===== src/rtl/pc_branch_unit_if.sv =====
// Opcode masks shared by the branch unit and its bus bundle, plus the interface
// carrying instruction/operand inputs and PC/RAS status outputs.
package opcodes;
  typedef logic [31:0] instruction_t;

  localparam instruction_t MASK_J  = 32'h0000_007f;
  localparam instruction_t MASK_F3 = 32'h0000_707f;

  localparam instruction_t M_JAL  = 32'h0000_006f;
  localparam instruction_t M_JALR = 32'h0000_0067;
  localparam instruction_t M_BEQ  = 32'h0000_0063;
  localparam instruction_t M_BNE  = 32'h0000_1063;
  localparam instruction_t M_BLT  = 32'h0000_4063;
  localparam instruction_t M_BGE  = 32'h0000_5063;
  localparam instruction_t M_BLTU = 32'h0000_6063;
  localparam instruction_t M_BGEU = 32'h0000_7063;
endpackage

interface pc_branch_unit_if #(
  parameter int XLEN      = 32,
  parameter int RAS_DEPTH = 4
);
  import opcodes::*;

  instruction_t                   instr;
  logic [XLEN-1:0]                op1;
  logic [XLEN-1:0]                op2;
  logic [XLEN-1:0]                op3;
  logic                           enable;
  logic                           step;
  logic [XLEN-1:0]                pc_out;
  logic [XLEN-1:0]                ret_addr;
  logic                           taken;
  logic                           trap;
  logic [XLEN-1:0]                epc;
  logic [$clog2(RAS_DEPTH):0]     ras_count;
  logic                           ras_mispredict;

  modport master (
    output instr, op1, op2, op3, enable, step,
    input  pc_out, ret_addr, taken, trap, epc, ras_count, ras_mispredict
  );

  modport slave (
    input  instr, op1, op2, op3, enable, step,
    output pc_out, ret_addr, taken, trap, epc, ras_count, ras_mispredict
  );
endinterface


===== src/rtl/pc_branch_unit.sv =====
// Program counter and control-transfer unit: resolves JAL/JALR and conditional
// branches, traps on misaligned targets and checks returns against a small RAS.
module pc_branch_unit
  import opcodes::*;
#(
  parameter int              XLEN      = 32,
  parameter logic [XLEN-1:0] RESET_PC  = '0,
  parameter logic [XLEN-1:0] TRAP_PC   = 'h100,
  parameter int              RAS_DEPTH = 4
) (
  input  logic              clk,
  input  logic              rst,
  pc_branch_unit_if.slave   bus
);

  localparam int PW = $clog2(RAS_DEPTH);
  localparam int CW = PW + 1;

  logic [XLEN-1:0] pc_q, pc_d;
  logic [XLEN-1:0] ret_q, ret_d;
  logic [XLEN-1:0] epc_q, epc_d;
  logic            taken_q, taken_d;
  logic            trap_q, trap_d;
  logic            misp_q, misp_d;
  logic [PW-1:0]   ptr_q, ptr_d;
  logic [CW-1:0]   cnt_q, cnt_d;
  logic [XLEN-1:0] ras_q [RAS_DEPTH];

  logic            isJal, isJalr, isBeq, isBne, isBlt, isBge, isBltu, isBgeu;
  logic [4:0]      rd, rs1;
  logic            rdLink, rs1Link;
  logic [XLEN-1:0] pcPlus4, target, topEntry;
  logic            cond, redirect, misaligned;
  logic            doPush, doPop, popValid;
  logic [PW-1:0]   ptrAfterPop;
  logic [CW-1:0]   cntAfterPop;

  always_comb begin
    isJal   = (bus.instr & MASK_J)  == M_JAL;
    isJalr  = (bus.instr & MASK_F3) == M_JALR;
    isBeq   = (bus.instr & MASK_F3) == M_BEQ;
    isBne   = (bus.instr & MASK_F3) == M_BNE;
    isBlt   = (bus.instr & MASK_F3) == M_BLT;
    isBge   = (bus.instr & MASK_F3) == M_BGE;
    isBltu  = (bus.instr & MASK_F3) == M_BLTU;
    isBgeu  = (bus.instr & MASK_F3) == M_BGEU;
    rd      = bus.instr[11:7];
    rs1     = bus.instr[19:15];
    rdLink  = (rd == 5'd1) || (rd == 5'd5);
    rs1Link = (rs1 == 5'd1) || (rs1 == 5'd5);
    pcPlus4 = pc_q + XLEN'(4);

    target = pc_q + bus.op3;
    cond   = 1'b0;
    if (isJal) begin
      target = bus.op1;
      cond   = 1'b1;
    end else if (isJalr) begin
      target = (bus.op1 + bus.op2) & ~XLEN'(1);
      cond   = 1'b1;
    end else if (isBeq) begin
      cond = bus.op1 == bus.op2;
    end else if (isBne) begin
      cond = bus.op1 != bus.op2;
    end else if (isBlt) begin
      cond = $signed(bus.op1) < $signed(bus.op2);
    end else if (isBge) begin
      cond = $signed(bus.op1) >= $signed(bus.op2);
    end else if (isBltu) begin
      cond = bus.op1 < bus.op2;
    end else if (isBgeu) begin
      cond = bus.op1 >= bus.op2;
    end

    redirect   = bus.step && bus.enable && cond;
    misaligned = target[1:0] != 2'b00;

    // A JALR linking through a different register both returns and calls.
    doPush   = redirect && !misaligned && (isJal || isJalr) && rdLink;
    doPop    = redirect && !misaligned && isJalr && rs1Link && (!rdLink || rd != rs1);
    popValid = doPop && (cnt_q != '0);
    topEntry = ras_q[ptr_q - PW'(1)];

    ptrAfterPop = popValid ? ptr_q - PW'(1) : ptr_q;
    cntAfterPop = popValid ? cnt_q - CW'(1) : cnt_q;
  end

  always_comb begin
    pc_d    = pc_q;
    ret_d   = ret_q;
    epc_d   = epc_q;
    taken_d = 1'b0;
    trap_d  = 1'b0;
    misp_d  = 1'b0;
    ptr_d   = ptr_q;
    cnt_d   = cnt_q;
    if (bus.step) begin
      if (redirect && misaligned) begin
        pc_d   = TRAP_PC;
        epc_d  = pc_q;
        trap_d = 1'b1;
      end else begin
        pc_d    = redirect ? target : pcPlus4;
        taken_d = redirect;
        if (bus.enable) ret_d = pcPlus4;
        misp_d = popValid && (topEntry != target);
        ptr_d  = ptrAfterPop;
        cnt_d  = cntAfterPop;
        if (doPush) begin
          ptr_d = ptrAfterPop + PW'(1);
          cnt_d = (cntAfterPop == CW'(RAS_DEPTH)) ? cntAfterPop : cntAfterPop + CW'(1);
        end
      end
    end
  end

  always_ff @(posedge clk or negedge rst) begin
    if (!rst) begin
      pc_q    <= RESET_PC;
      ret_q   <= '0;
      epc_q   <= '0;
      taken_q <= 1'b0;
      trap_q  <= 1'b0;
      misp_q  <= 1'b0;
      ptr_q   <= '0;
      cnt_q   <= '0;
    end else begin
      pc_q    <= pc_d;
      ret_q   <= ret_d;
      epc_q   <= epc_d;
      taken_q <= taken_d;
      trap_q  <= trap_d;
      misp_q  <= misp_d;
      ptr_q   <= ptr_d;
      cnt_q   <= cnt_d;
    end
  end

  // When full, the write pointer sits on the oldest entry, so a push overwrites it.
  always_ff @(posedge clk or negedge rst) begin
    if (!rst) begin
      for (int i = 0; i < RAS_DEPTH; i++) ras_q[i] <= '0;
    end else if (doPush) begin
      ras_q[ptrAfterPop] <= pcPlus4;
    end
  end

  assign bus.pc_out         = pc_q;
  assign bus.ret_addr       = ret_q;
  assign bus.epc            = epc_q;
  assign bus.taken          = taken_q;
  assign bus.trap           = trap_q;
  assign bus.ras_mispredict = misp_q;
  assign bus.ras_count      = cnt_q;

endmodule


===== src/flat_wrapper.sv =====
// flat-port wrapper written by rule: the top's interface ports become plain ports
module pc_branch_unit_flat import opcodes::*;
#(
  parameter int              XLEN      = 32,
  parameter logic [XLEN-1:0] RESET_PC  = '0,
  parameter logic [XLEN-1:0] TRAP_PC   = 'h100,
  parameter int              RAS_DEPTH = 4
)
  (clk, rst, bus_instr, bus_op1, bus_op2, bus_op3, bus_enable, bus_step, bus_pc_out, bus_ret_addr, bus_taken, bus_trap, bus_epc, bus_ras_count, bus_ras_mispredict);
  pc_branch_unit_if #(.XLEN(XLEN), .RAS_DEPTH(RAS_DEPTH)) bus_i ();
  input  logic clk;
  input  logic rst;
  input wire logic [$bits(bus_i.instr)-1:0] bus_instr;
  input wire logic [$bits(bus_i.op1)-1:0] bus_op1;
  input wire logic [$bits(bus_i.op2)-1:0] bus_op2;
  input wire logic [$bits(bus_i.op3)-1:0] bus_op3;
  input wire logic [$bits(bus_i.enable)-1:0] bus_enable;
  input wire logic [$bits(bus_i.step)-1:0] bus_step;
  output wire logic [$bits(bus_i.pc_out)-1:0] bus_pc_out;
  output wire logic [$bits(bus_i.ret_addr)-1:0] bus_ret_addr;
  output wire logic [$bits(bus_i.taken)-1:0] bus_taken;
  output wire logic [$bits(bus_i.trap)-1:0] bus_trap;
  output wire logic [$bits(bus_i.epc)-1:0] bus_epc;
  output wire logic [$bits(bus_i.ras_count)-1:0] bus_ras_count;
  output wire logic [$bits(bus_i.ras_mispredict)-1:0] bus_ras_mispredict;
  assign bus_i.instr = bus_instr;
  assign bus_i.op1 = bus_op1;
  assign bus_i.op2 = bus_op2;
  assign bus_i.op3 = bus_op3;
  assign bus_i.enable = bus_enable;
  assign bus_i.step = bus_step;
  assign bus_pc_out = bus_i.pc_out;
  assign bus_ret_addr = bus_i.ret_addr;
  assign bus_taken = bus_i.taken;
  assign bus_trap = bus_i.trap;
  assign bus_epc = bus_i.epc;
  assign bus_ras_count = bus_i.ras_count;
  assign bus_ras_mispredict = bus_i.ras_mispredict;
  pc_branch_unit #(.XLEN(XLEN), .RESET_PC(RESET_PC), .TRAP_PC(TRAP_PC), .RAS_DEPTH(RAS_DEPTH)) u_core (.clk(clk), .rst(rst), .bus(bus_i));
endmodule

===== config.mk =====
export PLATFORM = sky130hd
export DESIGN_NAME = pc_branch_unit_flat
export DESIGN_NICKNAME = d
export VERILOG_FILES = /design/src/rtl/pc_branch_unit_if.sv /design/src/rtl/pc_branch_unit.sv /design/src/flat_wrapper.sv
export SDC_FILE = /design/constraint.sdc
export NUM_CORES = 1
export LEC_CHECK = 0
export ABC_CLOCK_PERIOD_IN_PS = 4000
export CORE_MARGIN = 2
export CORE_UTILIZATION = 25
export DETAILED_ROUTE_END_ITERATION = 10
export PLACE_DENSITY = 0.54
export SETUP_SLACK_MARGIN = 0.15
export SLEW_MARGIN = 20
export SYNTH_ARGS = -nofsm -noshare
export SYNTH_HDL_FRONTEND = slang
export SYNTH_SLANG_ARGS = --single-unit
export TNS_END_PERCENT = 50

===== constraint.sdc =====
create_clock -name clk -period 4 [get_ports clk]
set_input_delay 0.8 -clock clk [delete_from_list [all_inputs] [get_ports clk]]
set_output_delay 0.8 -clock clk [all_outputs]
set_load 0.03 [all_outputs]

==> reports/summary.txt <==
relative slew slack = 0.366
DRT iter0 DRCs = 907
Initial Util = 0.253
Critical Path RT = 4.40 ns
Top Ports = 234
min Tclk post-route = 4.02 ns
reg2reg start = u_core.bus.pc_out[0]
DP HPWL = 49500 µm
Yosys top cell by area = dfrtp_1
CTS Buf Count = 26
Max Cap Viol = 0
slowest cell delay on critical path = 0.50 ns
pwr/cell area = 451 nW/µm²
Tightest Pin Transition = 0.951 ns
total wire length = 64200 µm
fillers = 6295
Final Wtd Congestion = 0.899
global route total overflow = 0
RSZ-0062 raised after global routing = yes
vias in the first global route = 16100
Highest Clock Rate = 0.249 GHz
vias post-DR = 15900
failing checks = negative setup slack
Clock Tree Buf Depth = 3
top cells by area, synth = dfrtp_1, ha_1, o21ai_0
CTS tree = done
Die Wd = 257 µm
die area = 66000 µm²
status = finished with violations
synth warn = 0
Peak VDD IR = 0.000284 V
Synth Area per Inst = 9.02 µm²
crit path from = bus_op2[4]
GRT Overall Usage = 0.186
layout cell share with drive strength beyond 1 = 0.301
CP Data Arrival Time = 4.42 ns
Fin. Hold Viols = 0
critical path type = in2reg
DR WL/cell = 19.8 µm
Port-buffer cells = 221
Root Buffer = clkbuf_16
final hold slack = 0.304 ns
first-pass GRT wire length = 95700 µm
Critical Path, Cell by Cell = clkdlybuf4s50_1 > inv_1 > ha_4 > inv_2 > a21oi_1 > buf_4 > a21oi_1 > a211o_1 > mux2i_1 > or4_1 > a22oi_1 > nand4_1 > nor4b_4 > nand4_1 > a2111oi_2 > a41oi_1
Final period util = 1.01
Total Nets Final = 2610
initial antenna violation count = 1
fin area = 24300 µm²
post-DR vias/cell = 4.89
Clk pin slew, worst setup/hold paths = 0.06 ns
critical path's slowest cell = or4_1
cell area after synthesis = 16000 µm²
Post-synth EDFFs = 0
CTS Hold Bufs = 0
CP bufs+invs = 4
Top FF cell, synth = dfrtp_1
Clock Latency Late Sink = 0.54 ns
sequential fraction of the synthesis area = 0.363
LEAKAGE = 10.8 nW
CP Max Fanout = 6
Sink Count = 232
clk_skew = 0.00995 ns
DRC = 0
area fraction of the dominant cell type after synthesis = 0.363
Final setup viols = 1
first-pass iteration count of the detailed router = 5
setup ws final = -0.0209 ns
setup tns final = -0.0209 ns
largest net degree at the start of global routing = 114
Synth Register Bits = 232
kind of cell adding the most delay to the critical path = simple AND/OR/NAND/NOR gates
Slew Limit Fails = 0
Core ar. = 63200 µm²
DIE HEIGHT = 257 µm
Area after DPL = 22300 µm²
Syn Inst Count = 1774
Post-DRT Antenna Nets = 0
# rows = 92
asr flop ratio synth = 1.00
P&R area growth vs syn = 51.9%
Worst setup EP type = flip-flop
Critical Path Source Type = input pin
CTS H-tree depth = 1
post-synth net total = 2005
total power = 10.9 mW
Synth cell types = 91
Hold Crit Class = in2async
cell usage after synthesis (all sizes together) (6+ instances only):
cell       n
o21a      16
nand2    199
mux4      31
o31ai     16
a22oi     10
and2      14
buf       30
nor2b     19
nor2     147
and3      28
mux2      51
a21oi    136
nor3      20
o2111ai    9
or3       12
a211oi     8
a31oi     10
o221ai    10
nor4      13
xnor2     63
o211ai    18
o21ai    183
a21o      23
mux2i      8
clkbuf    67
o21bai     7
ha        97
dfrtp    232
or4        6
nand4     25
nand3     35
nand2b    13
a211o      6
xor2      44
inv       70
final timing paths:
kind | endpoint | slack (ns) | cells after the start
max | u_core.bus.ras_mispredict | -0.02 | 16
min | u_core.bus.ret_addr[1] | 0.30 | 1
max reg2reg | u_core.bus.ras_mispredict | 0.06 | 15
min reg2reg | u_core.ras_q[27] | 0.48 | 2
max in group asynchronous | u_core.bus.epc[27] | 2.79 | 2
min in group clk | u_core.ras_q[27] | 0.48 | 2
cell families after synthesis:
| group | count (synthesis) | share of synthesized area |
|---|---|---|
| AND/OR/NAND/NOR | 556 | 0.165 |
| AO/OA/AOI/OAI | 522 | 0.207 |
| flip-flops | 232 | 0.363 |
| buffers and inverters | 167 | 0.0426 |
| XOR/XNOR | 108 | 0.0600 |
| adder cells (fa/ha/maj) | 99 | 0.0784 |
| multiplexers | 90 | 0.0846 |
worst reg2reg max path, cell delays in order, from the launching register on:
cell and delay (ns):
dfrtp_1 0.41, ha_4 0.17, fa_2 0.34, a211o_1 0.29
a221oi_2 0.21, buf_4 0.17, a21oi_4 0.07, nor3b_2 0.24
mux2_4 0.34, a221oi_4 0.31, xor2_1 0.17, nand4_1 0.15
nor4b_4 0.36, nand4_1 0.18, a2111oi_2 0.24, a41oi_1 0.15
through the flow:
step / worst slack (ns) / util / std cells
detailed placement: -0.947 / 0.352 / 3163
global route: -0.180 / 0.384 / 3244
global placement: -0.940 / 0.352 / 3163
floorplan: 0.0203 / - / 1774
CTS: -0.0246 / 0.375 / 3217
finish: -0.0209 / 0.384 / 3244
registers in the layout, summed over array words and instances (netlist names), 2 cells and up:
| name | flops |
|---|---|
| u_core.ras_q | 128 |
| u_core.bus.epc | 32 |
| u_core.bus.pc_out | 32 |
| u_core.bus.ret_addr | 32 |
| u_core.bus.ras_count | 3 |
| u_core.ptr_q | 2 |
layout by cell type, fill, tap and decap left out, types with 8 or more instances in the layout:
cell             instances
a21o_1                  23
a21oi_1                131
a31oi_1                 10
and2_1                  13
and3_1                  26
buf_12                  14
buf_4                  424
buf_6                    8
clkbuf_16               33
clkdlybuf4s50_1        186
dfrtp_1                231
dlygate4sd2_1           29
ha_1                    72
ha_4                    24
inv_1                   61
inv_2                    9
mux2_2                  49
mux4_2                  31
nand2_1                199
nand2b_1                11
nand3_1                 31
nand4_1                 25
nor2_1                 136
nor2_2                   8
nor2b_1                 13
nor3_1                  15
o211ai_1                17
o21a_1                  16
o21ai_0                169
o21ai_1                 10
o221ai_1                 9
o31ai_1                 13
or3_1                    8
xnor2_1                 62
xor2_1                  43
per-layer routing:
metal | part of all wire | wire (µm) | global-route usage | up-vias
met5 | 0 | 0 | 0 | -
met4 | 0.034 | 2180 | 0.0557 | 0
met3 | 0.040 | 2560 | 0.0219 | 80
met2 | 0.48 | 30900 | 0.317 | 381
met1 | 0.44 | 28600 | 0.245 | 7760
li1 | - | - | - | 7647
what timing repair did:
item | 4_1_cts | 5_1_grt
setup endpoints to repair | 150 | 149
hold endpoints to repair | 0 | 0
cloned | 0 | 7
buffers inserted | 8 | 19
pin swaps | 42 | 20
resized for setup | 127 | 60
report_power, final:
part / total, mW / internal [mW] / switching (mW) / leakage (nW)
sequential: 2.75 / 2.56 / 0.187 / 3.07
clock: 2.56 / 1.56 / 0.999 / 0.451
combinational: 5.64 / 2.56 / 3.08 / 7.24
total: 10.9 / 6.68 / 4.27 / 10.8
cell type report:
type                       count  area (µm²)  share of cell area
tap                          846        1060              0.0436
inverter                      70         263              0.0108
multi-input combinational   1375       10300               0.426
timing repair buffer         674        5890               0.243
clock inverter                10         144             0.00592
clock buffer                  36         779              0.0321
antenna                        1        2.50            0.000103
sequential                   232        5810               0.239
Power figures use the tool's default switching activity.
